## config.mk

```make
export PLATFORM = sky130hd
export DESIGN_NAME = alu_param_core_flat
export DESIGN_NICKNAME = d
export VERILOG_FILES = /design/src/rtl/alu_param_core_if.sv /design/src/rtl/alu_param_core.sv /design/src/flat_wrapper.sv
export SDC_FILE = /design/constraint.sdc
export NUM_CORES = 1
export LEC_CHECK = 0
export CAP_MARGIN = 20
export CORE_UTILIZATION = 50
export DETAILED_ROUTE_END_ITERATION = 8
export GPL_ROUTABILITY_DRIVEN = 1
export MAX_ROUTING_LAYER = met4
export PLACE_DENSITY = 0.79
export SLEW_MARGIN = 10
export SYNTH_ARGS = -nofsm -noshare
export SYNTH_HDL_FRONTEND = slang
export SYNTH_SLANG_ARGS = --single-unit
```

## constraint.sdc

```tcl
create_clock -name clk -period 4.2 [get_ports clk]
set_input_delay 0.63 -clock clk [delete_from_list [all_inputs] [get_ports clk]]
set_output_delay 0.63 -clock clk [all_outputs]
set_load 0.05 [all_outputs]
```

## src/rtl/alu_param_core_if.sv

```systemverilog
// alu_param_core_if: start/done request bus between the operand register
// file (master) and alu_param_core (slave). WIDTH must match the core.
// The flag signals exist only when ALU_FLAGS_EN is defined.
interface alu_param_core_if #(
    parameter int WIDTH = 8
);
    logic                   start;
    logic [2:0]             opcode;
    logic [WIDTH-1:0]       A;
    logic [WIDTH-1:0]       B;
    logic [2*WIDTH-1:0]     result;
    logic                   done;
    logic                   busy;
`ifdef ALU_FLAGS_EN
    logic                   flag_zero;
    logic                   flag_carry;
    logic                   flag_neg;
`endif

`ifdef ALU_FLAGS_EN
    modport master (output start, opcode, A, B,
                    input  result, done, busy, flag_zero, flag_carry, flag_neg);
    modport slave  (input  start, opcode, A, B,
                    output result, done, busy, flag_zero, flag_carry, flag_neg);
`else
    modport master (output start, opcode, A, B,
                    input  result, done, busy);
    modport slave  (input  start, opcode, A, B,
                    output result, done, busy);
`endif
endinterface

```

## src/rtl/alu_param_core.sv

```systemverilog
// alu_param_core: parametrised start/done ALU with a multi-cycle MUL.
// Operands are captured when start is accepted; the result and a one-cycle
// done pulse appear one clock later (MUL_LAT clocks later for MUL).
// A start held high after done never launches a second op (REARM).
// Optional build macro ALU_FLAGS_EN adds zero/carry/neg flags.
module alu_param_core #(
    parameter int WIDTH   = 8,
    parameter int MUL_LAT = 3
) (
    input  logic            clk,
    input  logic            reset_n,
    alu_param_core_if.slave bus
);
    localparam int RW = 2 * WIDTH;
    localparam int CW = (MUL_LAT > 2) ? $clog2(MUL_LAT) : 1;

    localparam logic [2:0] OP_NOP = 3'd0;
    localparam logic [2:0] OP_ADD = 3'd1;
    localparam logic [2:0] OP_SUB = 3'd2;
    localparam logic [2:0] OP_NOT = 3'd3;
    localparam logic [2:0] OP_XOR = 3'd4;
    localparam logic [2:0] OP_AND = 3'd5;
    localparam logic [2:0] OP_MUL = 3'd6;
    localparam logic [2:0] OP_INC = 3'd7;

    // DONE is the cycle in which the result is committed; done/result
    // become visible on the edge that leaves DONE.
    typedef enum logic [1:0] {IDLE, MUL_RUN, DONE, REARM} state_t;

    state_t            state, state_nxt;
    logic [CW-1:0]     cnt;
    logic [2:0]        op_q;
    logic [WIDTH-1:0]  a_q, b_q;
    logic [RW-1:0]     a_ext, b_ext, alu_res;
    logic [RW-1:0]     result_q;
    logic              done_q, busy_q;
    logic              accept;
    logic              mul_last;

    assign accept   = (state == IDLE) && bus.start;
    assign mul_last = (cnt == CW'(MUL_LAT - 2));
    assign a_ext    = {{WIDTH{1'b0}}, a_q};
    assign b_ext    = {{WIDTH{1'b0}}, b_q};

    assign bus.result = result_q;
    assign bus.done   = done_q;
    assign bus.busy   = busy_q;

    // State register
    always_ff @(posedge clk or negedge reset_n) begin
        if (!reset_n) state <= IDLE;
        else          state <= state_nxt;
    end

    // Next-state logic
    always_comb begin
        state_nxt = state;
        case (state)
            IDLE:    if (bus.start) state_nxt = (bus.opcode == OP_MUL) ? MUL_RUN : DONE;
            MUL_RUN: if (mul_last)  state_nxt = DONE;
            DONE:    state_nxt = bus.start ? REARM : IDLE;
            REARM:   if (!bus.start) state_nxt = IDLE;
            default: state_nxt = IDLE;
        endcase
    end

    // MUL cycle counter: cleared on acceptance, counts through MUL_RUN
    always_ff @(posedge clk or negedge reset_n) begin
        if (!reset_n)               cnt <= '0;
        else if (accept)            cnt <= '0;
        else if (state == MUL_RUN)  cnt <= cnt + 1'b1;
    end

    // Operand/opcode capture; later bus changes are ignored until next accept
    always_ff @(posedge clk or negedge reset_n) begin
        if (!reset_n) begin
            op_q <= OP_NOP;
            a_q  <= '0;
            b_q  <= '0;
        end else if (accept) begin
            op_q <= bus.opcode;
            a_q  <= bus.A;
            b_q  <= bus.B;
        end
    end

    // Result datapath on the captured operands, modulo 2^RW
    always_comb begin
        alu_res = result_q;
        case (op_q)
            OP_ADD:  alu_res = a_ext + b_ext;
            OP_SUB:  alu_res = a_ext - b_ext;
            OP_NOT:  alu_res = ~a_ext;
            OP_XOR:  alu_res = a_ext ^ b_ext;
            OP_AND:  alu_res = a_ext & b_ext;
            OP_MUL:  alu_res = a_ext * b_ext;
            OP_INC:  alu_res = a_ext + b_ext + RW'(1);
            default: alu_res = result_q;
        endcase
    end

    // Output registers: result commits and done pulses when leaving DONE
    always_ff @(posedge clk or negedge reset_n) begin
        if (!reset_n) begin
            result_q <= '0;
            done_q   <= 1'b0;
        end else begin
            done_q <= (state == DONE);
            if ((state == DONE) && (op_q != OP_NOP))
                result_q <= alu_res;
        end
    end

    // busy covers MUL from acceptance until the done edge
    always_ff @(posedge clk or negedge reset_n) begin
        if (!reset_n)                          busy_q <= 1'b0;
        else if (accept && bus.opcode == OP_MUL) busy_q <= 1'b1;
        else if (state == DONE)                busy_q <= 1'b0;
    end

`ifdef ALU_FLAGS_EN
    logic carry_c;
    logic fz_q, fc_q, fn_q;

    assign bus.flag_zero  = fz_q;
    assign bus.flag_carry = fc_q;
    assign bus.flag_neg   = fn_q;

    // Carry out of the low WIDTH bits for add forms, borrow for SUB
    always_comb begin
        carry_c = 1'b0;
        case (op_q)
            OP_ADD, OP_INC: carry_c = alu_res[WIDTH];
            OP_SUB:         carry_c = (a_q < b_q);
            default:        carry_c = 1'b0;
        endcase
    end

    // Flags update alongside result; NOP leaves them untouched
    always_ff @(posedge clk or negedge reset_n) begin
        if (!reset_n) begin
            fz_q <= 1'b0;
            fc_q <= 1'b0;
            fn_q <= 1'b0;
        end else if ((state == DONE) && (op_q != OP_NOP)) begin
            fz_q <= (alu_res == '0);
            fc_q <= carry_c;
            fn_q <= alu_res[WIDTH-1];
        end
    end
`endif

endmodule

```

## src/flat_wrapper.sv

```systemverilog
// flat-port wrapper written by rule: the top's interface ports become plain ports
module alu_param_core_flat 
#(
    parameter int WIDTH   = 8,
    parameter int MUL_LAT = 3
)
  (clk, reset_n, bus_start, bus_opcode, bus_A, bus_B, bus_result, bus_done, bus_busy);
  alu_param_core_if #(.WIDTH(WIDTH)) bus_i ();
  input  logic clk;
  input  logic reset_n;
  input wire logic [$bits(bus_i.start)-1:0] bus_start;
  input wire logic [$bits(bus_i.opcode)-1:0] bus_opcode;
  input wire logic [$bits(bus_i.A)-1:0] bus_A;
  input wire logic [$bits(bus_i.B)-1:0] bus_B;
  output wire logic [$bits(bus_i.result)-1:0] bus_result;
  output wire logic [$bits(bus_i.done)-1:0] bus_done;
  output wire logic [$bits(bus_i.busy)-1:0] bus_busy;
  assign bus_i.start = bus_start;
  assign bus_i.opcode = bus_opcode;
  assign bus_i.A = bus_A;
  assign bus_i.B = bus_B;
  assign bus_result = bus_i.result;
  assign bus_done = bus_i.done;
  assign bus_busy = bus_i.busy;
  alu_param_core #(.WIDTH(WIDTH), .MUL_LAT(MUL_LAT)) u_core (.clk(clk), .reset_n(reset_n), .bus(bus_i));
endmodule
```

==> results.ini <==
[yosys]
yosysTopAreaCell = dfrtp_1
synth_top_flop_cell = dfrtp_1
synth-edff-count = 0
synth.distinct_cells = 68
yosys_warnings = 0
seq_area_frac_synth = 0.2071
mappedNetlistNets = 674
synth_async_sr_flop_share = 1.000
synth_top_cell_area_share = 0.2071
syn_area_um2 = 4954
yosys-top-cells-area = dfrtp_1, fa_1, ha_1
ys_seq_elements = 41
syn_inst = 560
syn_area_per_cell_um2 = 8.846

[timing]
max_slew_margin = 0.3483
fin_tns_setup_ps = -1276
period_needed_ps = 4454
rsz0062_at_grt = true
drv_slew = 0
hold_viol_final = 0
worst_slew_pin_slew_ps = 977.6
fin_crit_sh = 1.061
fmax_ghz = 0.2245
clock_skew_ps = 5.567
timing.final.ws_setup_ps = -254.3
setup_violations = 7

[worst_setup_path]
cp-start-kind = flip-flop
critical_path_class = reg -> reg
cp-end-kind = flip-flop
cp.arrival_ps = 4670
critPathRequiredTime_ps = 4420
worstPathCellList = and2_4 -> fa_1 -> fa_1 -> fa_1 -> inv_1 -> fa_1 -> inv_2 -> ha_4 -> buf_4 -> a41oi_2 -> o21ai_1 -> a31oi_1 -> o21ai_1 -> o31ai_1 -> xnor2_1 -> a221o_1
slowest_stage = fa_1
cpPeakStageDelay_ps = 510
cp_common_cell = fa_1
r2r_setup_slack_ps = -250
path_max_fanout = 7

[routing]
dr.pass1.iters = 5
drc = 0
drt-initial-drc-count = 255
final_antenna_net_count = 0
viasPerCell = 5.751
drt_wl_total_um = 13600
dr_total_vias = 4457
routedWlPerCell_um = 17.55

[cells_and_area]
layout.cells.non_filler = 775
drive_above_1_share = 0.2260
n_antenna_cell = 0
stdcell_area_um2 = 6182
nNetsFinal = 759
synthToLayoutAreaGrowth_pct = 24.80

[clock_tree]
clk_pin_slew_ps = 100
cts_tree = done
numCtsBuffers = 5
clkSinkCount = 41
clockBufferDepth = 2
insertion_delay_ps = 320
clock_tree.root_cell = clkbuf_8
cts-htree-levels = 2

[placed_design]
placed_area_um2 = 5833
place.detailed.hpwl_um = 10310
place_inst = 757
place.port_buffers = 39
place_congestion = 0.9083

[floorplanning]
die_height_um = 101.5
fp.dieW_um = 101.5
fp-row-count = 35
num_io_pins = 40
initial_core_util = 0.5261
dieArea_um2 = 10310
core_um2 = 9415

[global_route]
grt_max_degree = 42
grt_pass1_wl_um = 22660
grt_usage = 0.2965
grt_pass1_vias = 4742
antenna_found_initial = 0
grt-ovfl-total = 0

[worst_hold_path]
hold_class = in -> async

[flow_run]
cap_violations = 0

[status]
violations = setup timing
outcome = finished, violations left

## routing by layer
layer  global-route usage  vias to the layer above  wire (um)
li1                     -                     2087          -
met1               0.3654                     2142       5795
met2               0.4802                      172       6458
met3              0.04624                       56        779
met4               0.1315                        0        570
met5                    -                        -          0
## placed cells by master, fill, tap and decap left out, types with 5 or more instances in the layout
| cell type | instances |
|---|---|
| xnor2_1 | 13 |
| fa_1 | 35 |
| dfrtp_2 | 10 |
| inv_2 | 6 |
| and2_1 | 31 |
| inv_1 | 65 |
| nand3_1 | 6 |
| o21ai_0 | 34 |
| a21oi_1 | 23 |
| xor2_1 | 6 |
| clkbuf_8 | 5 |
| nand2_1 | 36 |
| mux2_2 | 12 |
| nand2b_1 | 8 |
| buf_6 | 6 |
| dfrtp_1 | 31 |
| clkdlybuf4s50_1 | 38 |
| nor3_1 | 8 |
| nor2_1 | 37 |
| and3_1 | 5 |
| buf_4 | 49 |
| a31oi_1 | 5 |
| ha_4 | 5 |
| and2_4 | 11 |
| a221o_1 | 7 |
| ha_1 | 46 |
## stage by stage
| step | hold WS, ps | utilization | setup slack (ps) |
|---|---|---|---|
| final | 217.6 | 0.6566 | -254.3 |
| after CTS | 491.9 | 0.6457 | -203.3 |
| after global placement | 458.4 | 0.6195 | -157.7 |
| after detailed placement | 470.1 | 0.6195 | -306.2 |
| after floorplan | 334.4 | - | -67.00 |
| after global routing | 243.4 | 0.6566 | -374.5 |
## cells in the mapped netlist, types with 4 or more instances
cell and count:
xnor2_1 13, nor2_1 38, a221o_1 7, inv_1 71
fa_1 38, o21ai_0 37, nand3b_1 4, and2_1 42
a21o_1 4, nor3_1 8, nor4_1 4, xor2_1 8
buf_6 5, nand2_1 39, nand3_1 7, nor2b_1 4
a31oi_1 5, and3_1 5, dfrtp_1 41, ha_1 54
clkbuf_1 12, a21oi_1 26, o21a_1 4, mux2_2 12
nand2b_1 8
## registers in the layout, summed over array words and instances, names as in the netlist
signal,flops
u_core.op_q,3
u_core.b_q,8
u_core.bus.busy,1
u_core.state,2
u_core.bus.result,16
u_core.bus.done,1
u_core.cnt,2
u_core.a_q,8
## critical path, delay by kind of cell (launching register included)
| family | cells | cell delay (ps) |
|---|---|---|
| compound gates | 6 | 1210 |
| xor+xnor | 1 | 120 |
| fa+ha+maj | 5 | 2130 |
| flops | 1 | 490 |
| simple gates | 1 | 170 |
| buf+inv | 3 | 230 |
## worst paths after layout
check	start	endpoint	cells past startpoint
max	u_core.b_q[4]$_DFFE_PN0P_	u_core.bus.result[14]$_DFFE_PN0P_	16
min	reset_n	u_core.b_q[0]$_DFFE_PN0P_	1
max reg2reg	u_core.b_q[4]$_DFFE_PN0P_	u_core.bus.result[14]$_DFFE_PN0P_	16
min reg2reg	u_core.bus.result[3]$_DFFE_PN0P_	u_core.bus.result[3]$_DFFE_PN0P_	2
max in group asynchronous	reset_n	u_core.a_q[7]$_DFFE_PN0P_	2
min in group clk	u_core.bus.result[3]$_DFFE_PN0P_	u_core.bus.result[3]$_DFFE_PN0P_	2
## kinds of logic after synthesis
logic type      after synthesis  share of synthesized area
simple gates                180                     0.1920
fa+ha+maj                    92                     0.2900
compound gates              123                     0.1687
xor+xnor                     21                    0.03713
flops                        41                     0.2071
buf+inv                      90                    0.07578
mux                          13                    0.02930
## layout make-up
cell class                      instances  area, um^2
Multi-Input combinational cell        429        3774
Fill cell                             743        3233
Sequential cell                        41        1039
Timing Repair Buffer                   95       840.8
Inverter                               73       274.0
Tap cell                              129       161.4
Clock buffer                            5       68.82
Clock inverter                          3       25.02
## what timing repair did
action,in CTS,in global routing
gates cloned,0,0
gates resized for setup,28,18
pin swaps,25,16
buffers inserted,7,2
hold buffers,0,0
endpoints found under the setup margin,10,10
Power is not shown: default switching activity piles up to over one toggle a cycle in this logic, so the estimate is an artifact.
